**src/rtl/pe_drain.sv**
```systemverilog
// Result drain for one systolic-array column: captures row-skewed PE results and
// serializes them in row order. Define PE_DRAIN_OUT_REG_EN for a registered 2-entry skid output.
module pe_drain #(
  parameter int D_W_ACC = 64,
  parameter int N       = 4,
  parameter int CNT_W   = 16
) (
  input  logic                   clk,
  input  logic                   rst,
  input  logic [N*D_W_ACC-1:0]   in_sum,
  input  logic [N-1:0]           in_valid,
  output logic [D_W_ACC-1:0]     m_data,
  output logic [$clog2(N)-1:0]   m_row,
  output logic                   m_last,
  output logic                   m_valid,
  input  logic                   m_ready,
  output logic [CNT_W-1:0]       tile_cnt,
  output logic                   ovf,
  input  logic                   ovf_clr
);

  localparam int ROW_W = $clog2(N);

  typedef enum logic {ST_WAIT, ST_SEND} state_t;

  state_t             state, state_nxt;
  logic [D_W_ACC-1:0] hold [N];
  logic [N-1:0]       hv;
  logic [N-1:0]       rel;
  logic [ROW_W-1:0]   ptr, ptr_nxt;
  logic               core_valid, core_ready, core_fire, core_last;
  logic [D_W_ACC-1:0] core_data;
  logic               ovf_set;

  always_comb begin
    core_fire = core_valid & core_ready;
    rel       = '0;
    if (core_fire) rel[ptr] = 1'b1;
    ptr_nxt   = (ptr == ROW_W'(N-1)) ? '0 : ptr + ROW_W'(1);
    ovf_set   = |(in_valid & hv & ~rel);
    core_data = hold[ptr];
    core_last = (ptr == ROW_W'(N-1));
  end

  // A row released this cycle may be refilled in the same cycle without overflow.
  always_ff @(posedge clk or negedge rst) begin
    if (!rst) begin
      hv <= '0;
      for (int unsigned r = 0; r < N; r++) hold[r] <= '0;
    end else begin
      for (int unsigned r = 0; r < N; r++) begin
        if (in_valid[r] && (!hv[r] || rel[r])) begin
          hold[r] <= in_sum[r*D_W_ACC +: D_W_ACC];
          hv[r]   <= 1'b1;
        end else if (rel[r]) begin
          hv[r]   <= 1'b0;
        end
      end
    end
  end

  always_ff @(posedge clk or negedge rst) begin
    if (!rst) begin
      ovf <= 1'b0;
    end else if (ovf_set) begin
      ovf <= 1'b1;
    end else if (ovf_clr) begin
      ovf <= 1'b0;
    end
  end

  always_ff @(posedge clk or negedge rst) begin
    if (!rst) begin
      state <= ST_WAIT;
      ptr   <= '0;
    end else begin
      state <= state_nxt;
      if (core_fire) ptr <= ptr_nxt;
    end
  end

  always_comb begin
    state_nxt  = state;
    core_valid = 1'b0;
    case (state)
      ST_WAIT: if (hv[ptr]) state_nxt = ST_SEND;
      ST_SEND: begin
        core_valid = 1'b1;
        if (core_ready) state_nxt = hv[ptr_nxt] ? ST_SEND : ST_WAIT;
      end
      default: state_nxt = ST_WAIT;
    endcase
  end

`ifdef PE_DRAIN_OUT_REG_EN
  logic [D_W_ACC-1:0] sk_data [2];
  logic [ROW_W-1:0]   sk_row  [2];
  logic               sk_last [2];
  logic               sk_wr, sk_rd, sk_push, sk_pop;
  logic [1:0]         sk_cnt;

  // Ready toward the core depends only on registered occupancy, never on m_ready.
  assign core_ready = (sk_cnt != 2'd2);
  assign sk_push    = core_valid & core_ready;
  assign sk_pop     = (sk_cnt != 2'd0) & m_ready;

  always_ff @(posedge clk or negedge rst) begin
    if (!rst) begin
      sk_cnt <= '0;
      sk_wr  <= 1'b0;
      sk_rd  <= 1'b0;
      for (int unsigned i = 0; i < 2; i++) begin
        sk_data[i] <= '0;
        sk_row[i]  <= '0;
        sk_last[i] <= 1'b0;
      end
    end else begin
      if (sk_push) begin
        sk_data[sk_wr] <= core_data;
        sk_row[sk_wr]  <= ptr;
        sk_last[sk_wr] <= core_last;
        sk_wr          <= ~sk_wr;
      end
      if (sk_pop) sk_rd <= ~sk_rd;
      sk_cnt <= sk_cnt + {1'b0, sk_push} - {1'b0, sk_pop};
    end
  end

  assign m_valid = (sk_cnt != 2'd0);
  assign m_data  = sk_data[sk_rd];
  assign m_row   = sk_row[sk_rd];
  assign m_last  = sk_last[sk_rd];
`else
  assign core_ready = m_ready;
  assign m_valid    = core_valid;
  assign m_data     = core_valid ? core_data : '0;
  assign m_row      = ptr;
  assign m_last     = core_valid & core_last;
`endif

  always_ff @(posedge clk or negedge rst) begin
    if (!rst) begin
      tile_cnt <= '0;
    end else if (m_valid && m_ready && m_last) begin
      tile_cnt <= tile_cnt + CNT_W'(1);
    end
  end

endmodule

```
**config.mk**
```make
export PLATFORM = sky130hd
export DESIGN_NAME = pe_drain
export DESIGN_NICKNAME = d
export VERILOG_FILES = /design/src/rtl/pe_drain.sv
export SDC_FILE = /design/constraint.sdc
export NUM_CORES = 1
export LEC_CHECK = 0
export BUFFER_PORTS_ARGS = -buffer_cell sky130_fd_sc_hd__buf_2
export CAP_MARGIN = 20
export CORE_UTILIZATION = 35
export DETAILED_ROUTE_END_ITERATION = 8
export PLACE_DENSITY = 0.57
export SYNTH_ARGS = -nofsm -noshare
export SYNTH_HDL_FRONTEND = slang
export SYNTH_SLANG_ARGS = --single-unit
```
**constraint.sdc**
```tcl
create_clock -name clk -period 2.9 [get_ports clk]
set_input_delay 0.29 -clock clk [delete_from_list [all_inputs] [get_ports clk]]
set_output_delay 0.29 -clock clk [all_outputs]
set_load 0.005 [all_outputs]
```
* Yosys cells after proc, flatten, opt, wreduce, memory -nomap -nowiden *
Cells that the tools add are included.

word-level totals
  logic and storage cells = 74
  memories kept = 0
  bits in registers = 280
  bits in read-only memories = 0
  memory bits (writable) = 0
  input bits = 264
  latch bits = 0

operators by class
  add/subtract/negate cells = 2
  $mul = 0
  shift operators = 0
  div/mod/pow operators = 0
  reductions and logical operators = 21
  bitwise logic cells = 7
  multiplexer cells = 27
  equality and inequality tests = 1
  $lt $le $gt $ge = 4

operators by type and width
  kind                                                                   number
  64-bit two-way mux                                                     3
  64-bit binary-select mux with 2-bit select                             1
  1-bit two-way mux                                                      17
  16-bit by 1-bit adder with 16-bit output, second input constant        1
  2-bit nonzero test                                                     5
  4-bit AND                                                              2
  1-bit logical AND                                                      7
  2-bit by 3-bit < comparator with 1-bit output, second input constant   2
  1-bit binary-select mux with 2-bit select                              2
  1-bit logical NOT                                                      4
  1-bit logical OR                                                       4
  4-bit two-way mux                                                      1
  4-bit NOT                                                              1
  4-bit OR reduction                                                     1
  3-bit >= comparator, second input constant                             1
  2-bit NOT with 3-bit output                                            1
  2-bit by 1-bit adder with 2-bit output, second input constant          1
  1-bit AND                                                              2
  1-bit demux with 2-bit select                                          1
  2-bit equality test, second input constant                             1
  2-bit by 1-bit >= comparator with 1-bit output, second input constant  1
  2-bit two-way mux                                                      1
  1-bit case mux with 2 select lines                                     1
  1-bit NOT                                                              1

* Logic depth before layout (Yosys ltp) *
  depth after elaboration = 9
  depth in mapped cells = 11
  mapped depth without buffers = 6

* Least setup slack after synthesis *
Ideal clock, no wire load.

  path type = reg-to-reg
  from = register ptr[1], in the netlist m_row[1]
  to = register hold[192] (netlist name)
  setup time = 0.125 ns
  slack = 0.803 ns
  stages on the path, launching flop included = 11
  arrival = 1.972 ns
  required time = 2.775 ns
  period minus slack after synthesis = 2.097 ns
  buffers on the path = 4
  path through = dfrtp_1 > buf_2 > buf_2 > inv_1 > ha_1 > nand3_1 > nand2_1 > and2_4 > buf_12 > buf_12 > mux2_4

between the ends
  cells in the longest elaborated chain, start to end = 7

ends and longest elaborated chain
  what                                                                                                                                   line  text
  start, declared                                                                                                                        30    logic [ROW_W-1:0] ptr, ptr_nxt;
  start signal, assigned                                                                                                                 78    if (core_fire) ptr <= ptr_nxt;
  2-bit by 3-bit < comparator with 1-bit output (implied by the code) or 2-bit by 1-bit >= comparator with 1-bit output (tied branches)  38    if (core_fire) rel[ptr] = 1'b1;
  1-bit logical AND (implied by the code)                                                                                                38
  1-bit two-way mux (implied by the code)                                                                                                38
  1-bit demux with 2-bit select (*)                                                                                                      38
  4-bit two-way mux (*)                                                                                                                  38
  1-bit logical OR (*)                                                                                                                   52    if (in_valid[r] && (!hv[r] || rel[r])) begin
  1-bit logical AND (*)                                                                                                                  52
  end signal, assigned by index                                                                                                          53    hold[r] <= in_sum[r*D_W_ACC +: D_W_ACC];
  end, declared                                                                                                                          27    logic [D_W_ACC-1:0] hold [N];

Every way passes the cells marked *; elsewhere a longest branch is shown, timed or not.
A chain may end at the register's enable or synchronous reset.

* Final worst setup path *
  from = register ptr[0], in the netlist m_row[0]
  to = output port m_data[1]

between the ends
  cells in the longest elaborated chain, start to end = 5

ends and longest elaborated chain
  what                                                    line  text
  2-bit NOT with 3-bit output (implied by the code)       41    core_data = hold[ptr];
  64-bit binary-select mux with 2-bit select              41
  64-bit two-way mux (implied by the code) (2 in series)  41
  64-bit two-way mux                                      136   assign m_data = core_valid ? core_data : '0;
  end, declared                                           12    output logic [D_W_ACC-1:0] m_data,

No other way between the ends. The select of a mux whose other input is x is not followed.

==> results_dict.tcl <==
set metrics [dict create \
    post-dp-hpwl_mm 23.0 \
    whs_path_depth 2 \
    synth.most_common_cell "dfrtp_1" \
    path_depth 4 \
    synthArstFlopShare 1.00 \
    setup_violations 0 \
    peakVddDrop_mv 0.564 \
    grt_setup_unrepaired "no" \
    max_freq_ghz 0.381 \
    maxSlewViolCount 0 \
    synth_top_area_share 0.522 \
    ys_seq_elements 280 \
    crit_path_max_fanout 30 \
    max_stage_delay_ns 0.62 \
    p_leak_nw 8.87 \
    ys.flop_type "dfrtp_1" \
    num_vias 9110 \
    postCtsResizedCells 0 \
    fin_ws_ns 0.277 \
    drtIter0Drc 248 \
    outcome "completed" \
    hold_viol_final 0 \
    core-area_sq_mm 0.0377 \
    dp_slack_ns 0.602 \
    htreeDepth 2 \
    wl_mm 36.5 \
    fin_nets 1688 \
    synth-edff-count 0 \
    min_period_ns 2.62 \
    netlist_area_sq_mm 0.0134 \
    relSlewSlack 0.532 \
    fin_worst_skew_ns 0.00935 \
    fin_tns_setup_ns 0 \
    clockRootBuffer "clkbuf_16" \
    portBuffers 348 \
    rr_worst_depth 7 \
    worstPathArrival_ns 2.33 \
    cts_tree "built" \
    first_global_vias 10300 \
    synthDistinctLibCells 32 \
    grt_max_degree 81 \
    ys_seq_area_frac 0.522 \
    synth_top_cells_by_count "dfrtp_1, mux2_4, mux2_2" \
    drive_gt1_frac 0.505 \
    cts.sinks 280 \
    antenna_found_initial 1 \
    drc 0 \
    p_per_area_mw_per_mm2 1030 \
    row_count 71 \
    worstSetupStartpointType "flip-flop" \
    ant_nets 0 \
    cpLargestDelayFamily "flip-flops" \
    synthCells 795 \
    place.gp.congestion 0.785 \
    synthTopCellsByArea "dfrtp_1, mux2_4, mux4_2" \
    final_util 0.516 \
    yosys_warnings 0 \
    die_width_microns 198 \
    clock_latency_ns 0.52 \
    viasPerCell 4.66 \
    grt_use_total 0.191 \
    grt_pass1_wl_mm 57.3 \
    design_area_sq_mm 0.0194 \
    io_pins 349 \
    syn_area_per_cell_sq_um 16.9 \
    min_path_type "in2reg" \
    worst-path-buf-inv 2 \
    gr-total-overflow 0 \
    clk_pin_slew_ns 0.06 \
    diodes 0 \
    worstPathRequired_ns 2.61 \
    area_growth_pct 44.9 \
    end_kind "output pin" \
    placedInstanceArea_sq_mm 0.0157 \
    worstMarginPinSlew_ns 0.702 \
    cts_made_buffers 34 \
    period_share 0.905 \
    crit_chain "buf_12 > mux4_2 > and2_1 > buf_2" \
    path_class "reg2out" \
    start_util 0.356 \
    die_y_microns 198 \
    wire_per_inst_microns 18.7 \
    dr.pass1.iters 4 \
    slowest_stage "dfrtp_4" \
    syn-num-nets 1064 \
    synth_top_area_cell "dfrtp_1" \
    drv_cap 0 \
    cts_max_path_buffers 3 \
    die_area_sq_mm 0.0391 \
]
## where the power goes
part / internal [mW] / switching [mW] / leakage, nW
clock network: 2.85 / 1.66 / 0.588
registers: 5.83 / 1.10 / 3.33
logic: 5.56 / 3.08 / 4.95
## layer usage
layer	routed length, microns	GRT usage
met1	15400	0.238
met3	1940	0.0405
met5	12	0
met2	18400	0.328
met4	762	0.0660
## registers in the layout (all words and copies together), names as in the netlist
register	count
tile_cnt	16
m_row	2
ovf	1
hold	256
state	1
hv	4
## cell usage in the layout, fill, tap and decap left out, types with 19 or more instances in the layout
cell type / Yosys / routed
mux2_1: 38 / 38
dlygate4sd3_1: 0 / 259
mux4_2: 66 / 66
buf_4: 3 / 19
clkbuf_16: 0 / 37
mux2_2: 80 / 80
mux2_4: 140 / 140
and2_1: 66 / 65
dfrtp_1: 280 / 277
buf_2: 6 / 347
## kinds of logic (layout without fill, tap and decap cells)
| kind of cell | Yosys count | in the layout | synth area share |
|---|---|---|---|
| mux | 324 | 324 | 0.366 |
| flops | 280 | 280 | 0.522 |
| simple gates | 112 | 112 | 0.0490 |
| buf+inv | 55 | 703 | 0.0453 |
| xor+xnor | 15 | 15 | 0.00979 |
| fa+ha+maj | 5 | 5 | 0.00466 |
| compound gates | 4 | 4 | 0.00270 |
## final timing paths
path	startpoint	end	slack, ns
setup / recovery	m_row[0]	m_data[1]	0.28
hold / removal	in_sum[132]	hold[68]	0.04
setup reg to reg	m_row[0]	hold[64]	0.63
hold reg to reg	tile_cnt[15]	tile_cnt[15]	0.48
max in group asynchronous	rst	hold[135]	1.76
min in group asynchronous	rst	hold[115]	0.36
## area by class of cell
class | instances | area (sq um)
well taps | 511 | 639
inverters | 3 | 11.3
clock inverters | 8 | 144
multi-input cells | 460 | 5820
fillers | 3182 | 18200
clock buffers | 52 | 1050
flip-flops and latches | 280 | 7020
repair buffers | 640 | 4770
## per-stage QoR
step / hold slack [ns] / cells / power, mW
2_1_floorplan: -0.00559 / 795 / 12.9
3_3_place_gp: 0.361 / 1635 / 15.2
3_5_place_dp: 0.354 / 1635 / 15.4
4_1_cts: 0.000868 / 1954 / 20.3
5_1_grt: 0.00529 / 1954 / 21.3
6_report: 0.0427 / 1954 / 20.1
## what timing repair did
action                    4_1_cts  5_1_grt
hold buffers                  259        0
setup buffers                   0        0
hold endpoints to repair      332        0
Note: power is estimated with default switching activity, not from simulation.
